### src/rtl/piso_pkg.sv
// Shared types and helpers for the piso_shift_tx transmitter and its companion receiver.
package piso_pkg;

    typedef enum logic {
        IDLE  = 1'b0,
        SHIFT = 1'b1
    } state_t;

    // Bit counter width; sized to hold WIDTH so the parity build fits too.
    function automatic int cnt_width(input int width);
        return $clog2(width + 1);
    endfunction

endpackage

### src/rtl/piso_bit_counter.sv
// Beat counter with synchronous clear, count enable and terminal-count flag at LIMIT.
module piso_bit_counter
    import piso_pkg::*;
#(
    parameter int CW    = 3,
    parameter int LIMIT = 3
) (
    input  logic          clk,
    input  logic          rst,
    input  logic          i_clear,
    input  logic          i_en,
    output logic [CW-1:0] o_cnt,
    output logic          o_tc
);

    localparam logic [CW-1:0] LIM = CW'(LIMIT);

    logic [CW-1:0] r_cnt;

    always_ff @(posedge clk or negedge rst) begin
        if (!rst) begin
            r_cnt <= '0;
        end else if (i_clear) begin
            r_cnt <= '0;
        end else if (i_en) begin
            r_cnt <= r_cnt + 1'b1;
        end
    end

    assign o_cnt = r_cnt;
    assign o_tc  = (r_cnt == LIM);

endmodule

### src/rtl/piso_shift_tx.sv
// Parallel-in serial-out transmitter, MSB first, valid/ready on both sides.
// Optional macro PISO_PARITY_EN appends an even-parity beat after the LSB.
module piso_shift_tx
    import piso_pkg::*;
#(
    parameter int WIDTH = 4
) (
    input  logic             clk,
    input  logic             rst,
    input  logic             load_valid,
    output logic             load_ready,
    input  logic [WIDTH-1:0] load_data,
    output logic             sout,
    output logic             sout_valid,
    input  logic             sout_ready,
    output logic             sout_last,
    output logic             busy
);

    localparam int CW = cnt_width(WIDTH);
`ifdef PISO_PARITY_EN
    localparam int LAST_IDX = WIDTH;
`else
    localparam int LAST_IDX = WIDTH - 1;
`endif

    state_t           r_state;
    logic [WIDTH-1:0] r_shreg;
    logic [CW-1:0]    w_cnt;
    logic             w_tc;
    logic             w_beat;
    logic             w_last;
    logic             w_load;
    logic             w_fill;

`ifdef PISO_PARITY_EN
    logic r_par;

    // Shifting the parity bit in from the bottom lands it in the MSB right after the LSB.
    assign w_fill = r_par;

    always_ff @(posedge clk or negedge rst) begin
        if (!rst) begin
            r_par <= 1'b0;
        end else if (w_load) begin
            r_par <= ^load_data;
        end
    end
`else
    assign w_fill = 1'b0;
`endif

    assign sout_valid = (r_state == SHIFT);
    assign busy       = (r_state == SHIFT);
    assign sout       = r_shreg[WIDTH-1];
    assign w_last     = (r_state == SHIFT) && w_tc;
    assign sout_last  = w_last;
    assign w_beat     = sout_valid && sout_ready;
    assign load_ready = (r_state == IDLE) || (w_last && sout_ready);
    assign w_load     = load_valid && load_ready;

    piso_bit_counter #(
        .CW    (CW),
        .LIMIT (LAST_IDX)
    ) u_cnt (
        .clk     (clk),
        .rst     (rst),
        .i_clear (w_load || (w_beat && w_last)),
        .i_en    (w_beat && !w_last),
        .o_cnt   (w_cnt),
        .o_tc    (w_tc)
    );

    always_ff @(posedge clk or negedge rst) begin
        if (!rst) begin
            r_state <= IDLE;
            r_shreg <= '0;
        end else begin
            case (r_state)
                IDLE: begin
                    if (load_valid) begin
                        r_shreg <= load_data;
                        r_state <= SHIFT;
                    end
                end
                SHIFT: begin
                    if (w_beat) begin
                        if (!w_last) begin
                            r_shreg <= {r_shreg[WIDTH-2:0], w_fill};
                        end else if (load_valid) begin
                            r_shreg <= load_data;
                        end else begin
                            r_shreg <= '0;
                            r_state <= IDLE;
                        end
                    end
                end
                default: r_state <= IDLE;
            endcase
        end
    end

endmodule

### config.mk
export PLATFORM = sky130hd
export DESIGN_NAME = piso_shift_tx
export DESIGN_NICKNAME = d
export VERILOG_FILES = /design/src/rtl/piso_pkg.sv /design/src/rtl/piso_bit_counter.sv /design/src/rtl/piso_shift_tx.sv
export SDC_FILE = /design/constraint.sdc
export NUM_CORES = 1
export LEC_CHECK = 0
export ABC_AREA = 0
export BUFFER_PORTS_ARGS = -buffer_cell sky130_fd_sc_hd__buf_2
export CAP_MARGIN = 20
export CORE_AREA = 2 2 39 41
export CTS_CLUSTER_DIAMETER = 50
export DETAILED_ROUTE_END_ITERATION = 16
export DIE_AREA = 0 0 41 43
export PLACE_DENSITY = 0.56
export REMOVE_ABC_BUFFERS = 1
export SYNTH_ARGS = -nofsm -noshare
export SYNTH_HDL_FRONTEND = slang
export SYNTH_HIERARCHICAL = 1
export SYNTH_SLANG_ARGS = --single-unit
export TNS_END_PERCENT = 100
### constraint.sdc
create_clock -name clk -period 2.13 [get_ports clk]
set_input_delay 0.3195 -clock clk [delete_from_list [all_inputs] [get_ports clk]]
set_output_delay 0.3195 -clock clk [all_outputs]
set_load 0.02 [all_outputs]
==> results.txt, run 1 <==
Most frequent cell after synthesis = dfrtp_1
Cell taking the most area after synthesis = dfrtp_1
Finished Layout Cells = 70
Net Sw Frac = 36.39%
Worst setup SP type = register
Detailed Routing Iterations Pass 1 = 3
CTS tree = built
FP Rows = 14
Top FF cell, synth = dfrtp_1
Ant. Diodes = 0
Setup TNS = 0 ps
Bufs and invs on worst path = 0
Die height = 43 um
Period utilization = 79.58%
Max cap viols = 0
Metal2 WL = 322 um
Port-buffer cells = 12
Hold Vio Cnt, Final = 0
Critical path peak fanout = 5
Post-place setup slack = 430.0 ps
Core area = 0.001384 mm^2
DR vias = 315
FMAX = 0.5899 GHz
CTS max path bufs = 2
Kind of critical path = register to register
Layout cell share with drive strength beyond 1 = 38.89%
Die area = 0.001763 mm^2
Worst path cell trace = ha_1, ha_1, and2b_4, and2_1, mux2i_1, nor2_1
Drt total wl = 738 um
Critical path required time = 2270 ps
Wl on met1 = 346 um
Lkg Pwr = 0.2553 nW
Post-synth EDFFs = 0
Mapped cell area = 425.4 um^2
Clock-pin slew on the worst setup and hold paths = 60 ps
Grt total ovfl = 0
CP dominant cell by count = ha_1
Max Transition Viols Final = 0
Combinational Power Share = 43.8%
Sequential-to-total area share from yosys stat = 47.06%
Int Pwr = 0.4183 mW
Mean Syn Cell Area = 10.91 um^2
Switching pwr = 0.2393 mW
Top Layer Used = met4
Post-synthesis async set-or-reset flop share = 100.0%
Routed wl met3 = 37 um
Skew-Pair Late Insertion Delay = 260 ps
Final critical-path required period = 1695 ps
Outcome = completed
Non-Filler Cell Area, Final = 530.5 um^2
GPL Wtd Cong = 0.6626
Ys Warns = 6
Global-route wire length before repair = 1200 um
Worst-margin pin slew = 207.3 ps
RSZ-0062 raised after global routing = no
Starting DRT DRC Count = 3
Crit path max-delay family = simple AND/OR/NAND/NOR gates
DRT antenna net count = 0
Initial Utilization = 30.74%
DRC viols = 0
Crit path capture type = register
Die width = 41 um
Cells after Synth = 39
Seq pwr share = 38.0%
H-tree depth = 1
Synth cell types = 19
Initial antenna violation count = 0
P per Cell Area = 1240 mW/mm^2
Hold_ws = 288.6 ps
Setup ws final = 434.9 ps
Io pins = 13
Cts bufs inserted = 3
Worst min path class = primary input to register
Max IR drop VDD = 0.0004148 V
Cells after DPL = 66
Synth top area share = 47.06%
Clock root cell = clkbuf_4
Layout area overhead = 24.71%
Setup violators final = 0
Post-DR vias/cell = 4.500
Final Total Pwr = 0.6576 mW
Largest net degree at the start of global routing = 10
Total GRT Usage = 10.85%
Wire per inst = 10.54 um
Nets = 66
Clock Power Share = 18.2%
Gates resized, CTS repair = 0
Synth area leaders = dfrtp_1, a22oi_2, ha_1, nor2_1, a21bo_4
Final Util = 38.34%
Crit path max-delay cell type = dfrtp_1
Setup Skew = 9.071 ps
Slowest cell delay on critical path = 390 ps
Post-synth top cells = dfrtp_1, nor2_1, a21oi_1, a22oi_2
Vias in the first global route = 304
Worst relative slew slack = 86.18%
Placed cell areas = 498.0 um^2
Worst path arrival time = 1830 ps
Seq cells post-synth = 8
Sinks on the clock net = 8
## power by group through the flow
stage	registers (mW)	logic (mW)	clock network (mW)
after floorplan	0.266	0.208	0
after global placement	0.252	0.287	0
after detailed placement	0.253	0.292	0
after CTS	0.250	0.295	0.122
after global routing	0.259	0.327	0.134
final	0.250	0.288	0.119
## cells in the final DEF (no fill, tap or decap)
master / instances
buf_2: 12
dfrtp_1: 8
nor2_1: 6
a22oi_2: 3
a21oi_1: 3
clkbuf_4: 3
nand2_1: 2
and2_1: 2
inv_1: 2
ha_1: 2
and2b_4: 1
nand2b_1: 1
mux2_4: 1
nor2b_1: 1
a21bo_4: 1
nand3_1: 1
o21ai_1: 1
dlygate4sd3_1: 1
xnor2_1: 1
mux2i_1: 1
a211oi_1: 1
## worst paths after layout
path	start	endpoint	slack [ps]	cells after the start
max in group asynchronous	rst	r_shreg[3]	1520	2
setup reg to reg	u_cnt/o_cnt[0]	u_cnt/o_cnt[1]	430	6
hold / removal	load_valid	busy	290	2
hold reg to reg	r_shreg[3]	r_shreg[3]	530	2
setup / recovery	u_cnt/o_cnt[0]	u_cnt/o_cnt[1]	430	6
min in group asynchronous	rst	u_cnt/o_cnt[2]	430	2
## area by class of cell
type / count / area [um^2]
timing repair buffer: 13 / 70.07
tap: 16 / 20.02
multi-input combinational: 28 / 210.2
sequential: 8 / 200.2
inverter: 2 / 7.507
clock buffer: 3 / 22.52
fill: 157 / 853.3
## flip-flops by register name (all words and copies together), names as in the netlist
name	flops
r_shreg	4
u_cnt/o_cnt	3
busy	1
## logic make-up after synthesis
logic type,Yosys count,synth area share (%)
adders and majority gates,2,5.881
and+or+nand+nor,14,16.47
buffers and inverters,3,3.531
xor gates and xnor gates,1,2.059
AOI/OAI and AO/OA,9,19.12
DFF,8,47.06
muxes,2,5.881
## per-layer routing
layer / track usage (%) / up-vias
li1: - / 163
met1: 12.96 / 136
met2: 14.69 / 11
met3: 3.141 / 5
met4: 10.00 / 0
met5: 0 / -
## timing repair
item                      in CTS  in global routing
buffers inserted               0                  0
hold endpoints to repair       8                  0
hold buffers                   1                  0
(Power assumes the default switching activity.)
==> inputs of run 2 (changes only) <==
==> constraint.sdc (replaced) <==
create_clock -name clk -period 1.6 [get_ports clk]
set_input_delay 0.24 -clock clk [delete_from_list [all_inputs] [get_ports clk]]
set_output_delay 0.24 -clock clk [all_outputs]
set_load 0.02 [all_outputs]
==> run 2 against run 1 <==
  * Critical path depth is 1 lower
  * Final cell count is 2.9% higher
  * Global-route usage hardly changed
  * Critical endpoint is now load_ready
  * Highest routed layer is now met3
==> results.txt, run 2 (synthesized netlist as in run 1, its figures left out) <==
Outcome = completed
Worst R2R Setup Slack = 100 ps (-340 ps)
Setup Skew = 5.701 ps (-3.370 ps)
Nets = 68 (+3.0%)
Worst path arrival time = 1260 ps (-570 ps)
Detailed Routing Iterations Pass 1 = 4 (+1)
R2R depth = 6 (unchanged)
FMAX = 0.6653 GHz
P per Cell Area = 1676 mW/mm^2 (+35%)
Crit path capture type = primary output
Kind of critical path = register to primary output
Worst Hold Depth = 2 (unchanged)
Largest register FFs = 4 (unchanged)
Final Total Pwr = 0.9773 mW (+49%)
Combinational Power Share = 49.9% (+6.1 points)
CP dominant cell by count = nand2_2
Drt total wl = 769 um (+4.2%)
Commonest non-fill, non-tap cell in the layout = buf_2
Wire per inst = 10.68 um (+1.3%)
Slowest cell delay on critical path = 380 ps (about the same)
Die area = 0.001763 mm^2 (unchanged)
Clock-pin slew on the worst setup and hold paths = 60 ps (about the same)
Initial Utilization = 30.74% (unchanged)
Sinks on the clock net = 8 (unchanged)
Biggest register = r_shreg
Initial antenna violation count = 0 (unchanged)
Global-route wire length before repair = 1290 um (+7.5%)
GPL Wtd Cong = 0.6170 (-6.9%)
Cts bufs inserted = 3 (unchanged)
Grt total ovfl = 0 (unchanged)
Non-Filler Cell Area, Final = 583.1 um^2 (+9.9%)
H-tree depth = 1 (unchanged)
Worst min path class = primary input to register
End point of the critical path = load_ready
Clock root cell = clkbuf_4
RSZ-0062 raised after global routing = no
Worst setup SP type = register
CTS tree = built
Critical path peak fanout = 4 (-1)
Clock Power Share = 16.1% (-2.1 points)
Crit. path cell count = 5 (-1)
Skew-Pair Late Insertion Delay = 250 ps (about the same)
Post-DR vias/cell = 4.486 (-0.31%)
Vias in the first global route = 337 (+11%)
Crit path max-delay cell type = dfrtp_1
Core area = 0.001384 mm^2 (unchanged)
FP Rows = 14 (unchanged)
Starting DRT DRC Count = 6 (+3)
Lkg Pwr = 0.2676 nW (+4.8%)
CTS max path bufs = 2 (unchanged)
Max Transition Viols Final = 0 (unchanged)
FILL cells = 140 (-11%)
Hold Vio Cnt, Final = 0 (unchanged)
Reg2reg start = u_cnt/o_cnt[1]
Io pins = 13 (unchanged)
DR vias = 323 (+2.5%)
Ant. Diodes = 0 (unchanged)
R2R Path End = u_cnt/o_cnt[2]
Worst relative slew slack = 83.66% (-2.5 points)
Int Pwr = 0.6341 mW (+52%)
Critical path required time = 1360 ps (-910 ps)
Setup crit start = u_cnt/o_cnt[1]
Placed cell areas = 513.0 um^2 (+3.0%)
Total GRT Usage = 10.82% (-0.033 points)
Max cap viols = 0 (unchanged)
DRT antenna net count = 0 (unchanged)
Min-delay src = load_valid
Crit path max-delay family = flip-flops
Die width = 41 um (unchanged)
Most frequent cells in the layout = buf_2, dfrtp_1, nor2_1
Port-buffer cells = 12 (unchanged)
HPWL after DPL = 571.4 um
Final critical-path required period = 1503 ps
Seq pwr share = 34.1% (-3.9 points)
DRC viols = 0 (unchanged)
Max IR drop VDD = 0.0005151 V (+24%)
Worst path cell trace = ha_2, ha_4, nand2_2, nand2_2, buf_6
Worst-margin pin slew = 245.1 ps (+37.79 ps)
Layout cell share with drive strength beyond 1 = 51.79% (+13 points)
Net Sw Frac = 35.12% (-1.3 points)
Setup violators final = 0 (unchanged)
Layout area overhead = 37.06%
Period utilization = 93.94%
Largest net degree at the start of global routing = 10 (unchanged)
Die height = 43 um (unchanged)
Switching pwr = 0.3433 mW (+43%)
Bufs and invs on worst path = 1 (+1)
[run 2: cell type report]
| cell class | instances | area, um^2 | share of cell area (%) |
|---|---|---|---|
| Tap cell | 16 | 20.02 | 3.433 |
| Timing Repair Buffer | 15 | 97.59 | 16.74 |
| Inverter | 2 | 7.507 | 1.288 |
| Clock buffer | 3 | 22.52 | 3.863 |
| Multi-Input combinational cell | 28 | 235.2 | 40.34 |
| Sequential cell | 8 | 200.2 | 34.33 |
[run 2: worst min path at each step]
stage,to
6_report,busy
5_1_grt,busy
4_1_cts,busy
3_5_place_dp,u_cnt/o_cnt[2]
3_3_place_gp,u_cnt/o_cnt[0]
2_1_floorplan,busy
[run 2: timing repair]
action | 4_1_cts | 5_1_grt
pin swaps | 2 | 0
setup endpoints to repair | 4 | 2
resized for setup | 10 | 2
setup buffers | 1 | 0
hold buffers | 1 | 0
endpoints found under the hold margin | 8 | 0
[run 2: stage by stage]
stage / util, % / worst slack, ps / TNS, ps / hold WS, ps / cells
global route: 42.13 / 22.19 / 0 / 234.5 / 72
global placement: 37.07 / -11.72 / -11.72 / 98.19 / 68
detailed placement: 37.07 / 1.795 / 0 / 98.76 / 68
CTS: 41.95 / 11.09 / 0 / 219.5 / 72
floorplan: - / -14.13 / -14.13 / -55.59 / 38
finish: 42.13 / 96.96 / 0 / 219.3 / 72
[run 2: power by group through the flow]
stage / Clock (mW) / Sequential (mW) / Combinational, mW
floorplan: 0 / 0.354 / 0.277
global placement: 0 / 0.334 / 0.403
detailed placement: 0 / 0.336 / 0.410
CTS: 0.163 / 0.332 / 0.487
global route: 0.173 / 0.344 / 0.546
finish: 0.157 / 0.333 / 0.487
[run 2: worst register-to-register path, delay by kind of cell (launching register included)]
| kind | cells | cell delay, ps |
|---|---|---|
| flip-flops | 1 | 380 |
| adder cells (fa/ha/maj) | 2 | 370 |
| AND/OR/NAND/NOR | 3 | 450 |
| AO/OA/AOI/OAI | 1 | 200 |
[run 2: routing by layer]
metal | track usage, % | wire, um | vias to the layer above
li1 | - | - | 167
met3 | 3.141 | 31 | 0
met2 | 16.25 | 349 | 10
met5 | 0 | 0 | -
met4 | 6.000 | 0 | 0
met1 | 13.16 | 387 | 146
==> inputs of run 3 (changes only) <==
--- a/config.mk
+++ b/config.mk
@@ -12,10 +12,8 @@
 export CTS_CLUSTER_DIAMETER = 50
 export DETAILED_ROUTE_END_ITERATION = 16
 export DIE_AREA = 0 0 41 43
-export PLACE_DENSITY = 0.56
 export REMOVE_ABC_BUFFERS = 1
 export SYNTH_ARGS = -nofsm -noshare
 export SYNTH_HDL_FRONTEND = slang
 export SYNTH_HIERARCHICAL = 1
 export SYNTH_SLANG_ARGS = --single-unit
-export TNS_END_PERCENT = 100
==> run 3 against run 2 <==
  * Worst setup slack got worse by 92 ps
  * Power increased by 15%
  * Hold slack improved by 21 ps
  * Clock skew increased by 5.5 ps
  * Core utilization increased by 4.6 points
  * Final area increased by 11%
  * Critical path depth unchanged
  * Highest routed layer unchanged
  * Combinational power increased by 28%
  * Die area unchanged
==> results.txt, run 3 (synthesized netlist as in run 1, its figures left out) <==
Period utilization = 99.70% (+5.8 points)
Skew-Pair Late Insertion Delay = 250 ps (about the same)
FMAX = 0.6269 GHz (-5.8%)
Final Util = 46.75% (+4.6 points)
Worst min path class = primary input to register
Setup violators final = 0 (unchanged)
FILL cells = 123 (-12%)
Worst setup SP type = register
Outcome = completed
Max cap viols = 0 (unchanged)
RSZ-0062 raised after global routing = yes
Worst Hold Depth = 3 (+1)
Nets = 74 (+8.8%)
HPWL after DPL = 623.9 um (+9.2%)
Non-Filler Cell Area, Final = 646.9 um^2 (+11%)
Sinks on the clock net = 8 (unchanged)
Clock Power Share = 13.6% (-2.5 points)
Detailed Routing Iterations Pass 1 = 4 (unchanged)
Hold Vio Cnt, Final = 0 (unchanged)
Largest net degree at the start of global routing = 10 (unchanged)
R2R Path End = u_cnt/o_cnt[1]
GPL Wtd Cong = 0.6822 (+11%)
Initial antenna violation count = 0 (unchanged)
DRT antenna net count = 0 (unchanged)
Kind of critical path = register to primary output
Final Total Pwr = 1.120 mW (+15%)
H-tree depth = 1 (unchanged)
Switching pwr = 0.3942 mW (+15%)
Port-buffer cells = 12 (unchanged)
Reg2reg start = u_cnt/o_cnt[0]
Most frequent cells in the layout = buf_2, dfrtp_1, buf_4
Die area = 0.001763 mm^2 (unchanged)
Commonest non-fill, non-tap cell in the layout = buf_2
Layout area overhead = 52.06%
Core area = 0.001384 mm^2 (unchanged)
Worst path arrival time = 1360 ps (+100 ps)
CTS tree = built
Worst-margin pin slew = 265.1 ps (+20.05 ps)
Finished Layout Cells = 78 (+8.3%)
Wire per inst = 12.36 um (+16%)
Setup Skew = 11.18 ps (+5.477 ps)
CTS max path bufs = 2 (unchanged)
DRC viols = 0 (unchanged)
Worst relative slew slack = 82.33% (-1.3 points)
Biggest register = r_shreg
Clock-pin slew on the worst setup and hold paths = 60 ps (about the same)
DR vias = 366 (+13%)
Hold path endpoint = r_shreg[0]
Seq pwr share = 30.8% (-3.3 points)
Ant. Diodes = 0 (unchanged)
Min-delay src = load_data[0]
Final critical-path required period = 1595 ps (+92.14 ps)
Critical path required time = 1360 ps (about the same)
Crit path capture type = primary output
P per Cell Area = 1731 mW/mm^2 (+3.3%)
Largest register FFs = 4 (unchanged)
Grt total ovfl = 0 (unchanged)
Global-route wire length before repair = 1469 um (+14%)
Critical path peak fanout = 3 (-1)
Vias in the first global route = 371 (+10%)
Net Sw Frac = 35.20% (+0.081 points)
Drt total wl = 964 um (+25%)
Layout cell share with drive strength beyond 1 = 58.06% (+6.3 points)
Max Transition Viols Final = 0 (unchanged)
Starting DRT DRC Count = 4 (-2)
Initial Utilization = 30.74% (unchanged)
Max IR drop VDD = 0.0007544 V (+46%)
Combinational Power Share = 55.6% (+5.7 points)
R2R depth = 6 (unchanged)
Cts bufs inserted = 3 (unchanged)
Total GRT Usage = 13.08% (+2.3 points)
Cells after DPL = 68 (unchanged)
Io pins = 13 (unchanged)
Hold_ws = 240.8 ps (+21.49 ps)
Post-DR vias/cell = 4.692 (+4.6%)
Int Pwr = 0.7256 mW (+14%)
FP Rows = 14 (unchanged)
Lkg Pwr = 0.3023 nW (+13%)
Placed cell areas = 513.0 um^2 (unchanged)
Worst R2R Setup Slack = 80 ps (-20 ps)
Die width = 41 um (unchanged)
Clock root cell = clkbuf_4
Die height = 43 um (unchanged)
==> run 3: changes by cell type in the layout (fill, tap and decap cells not counted), sizes merged <==
cell,change
buf,+6
==> run 3: through the flow <==
stage	setup TNS, ps	setup slack, ps
after floorplan	-14.13	-14.13
after global placement	0	27.03
after detailed placement	-58.39	-42.78
after CTS	-11.56	-5.909
after global routing	-89.63	-50.20
final	0	4.825
==> run 3: power by group through the flow <==
stage	Clock, mW	Combinational, mW	Sequential, mW
2_1_floorplan	0	0.277	0.354
3_3_place_gp	0	0.407	0.335
3_5_place_dp	0	0.417	0.337
4_1_cts	0.163	0.561	0.344
5_1_grt	0.182	0.682	0.356
6_report	0.153	0.622	0.345
==> run 3: cell type report <==
cell class              count  area (um^2)  share of cell area, %
multi-input cells          28        250.2                  38.68
flip-flops and latches      8        200.2                  30.95
repair buffers             21        146.4                  22.63
clock buffers               3        22.52                  3.482
well taps                  16        20.02                  3.095
inverters                   2        7.507                  1.161
==> run 3: worst max-delay path by stage <==
stage / start / endpoint / slack, ps
CTS: u_cnt/o_cnt[0] / sout_last / -6
floorplan: u_cnt/o_cnt[0] / u_cnt/o_cnt[1] / -10
finish: u_cnt/o_cnt[0] / sout_last / 5
global route: u_cnt/o_cnt[0] / load_ready / -50
detailed placement: u_cnt/o_cnt[0] / u_cnt/o_cnt[1] / -40
global placement: u_cnt/o_cnt[0] / u_cnt/o_cnt[1] / 30
==> run 3: critical path, cell delays in order, from the launching register on <==
cell,delay (ps)
dfrtp_1,410
ha_4,180
ha_4,150
buf_6,110
and2_4,130
buf_6,120
==> run 3: routing by layer <==
layer  routed length (um)  GRT usage [%]  vias up
met1                  363          12.62      171
met2                  537          20.94       14
met4                    0          4.000        0
li1                     -              -      181
met5                    0              0        -
met3                   62          9.424        0
==> run 3: timing repair <==
action,in CTS,in global routing
endpoints found under the hold margin,8,0
gates cloned,0,0
setup endpoints to repair,4,4
pin swaps,2,2
hold buffers,1,0
resized for setup,12,3
setup buffers,4,2
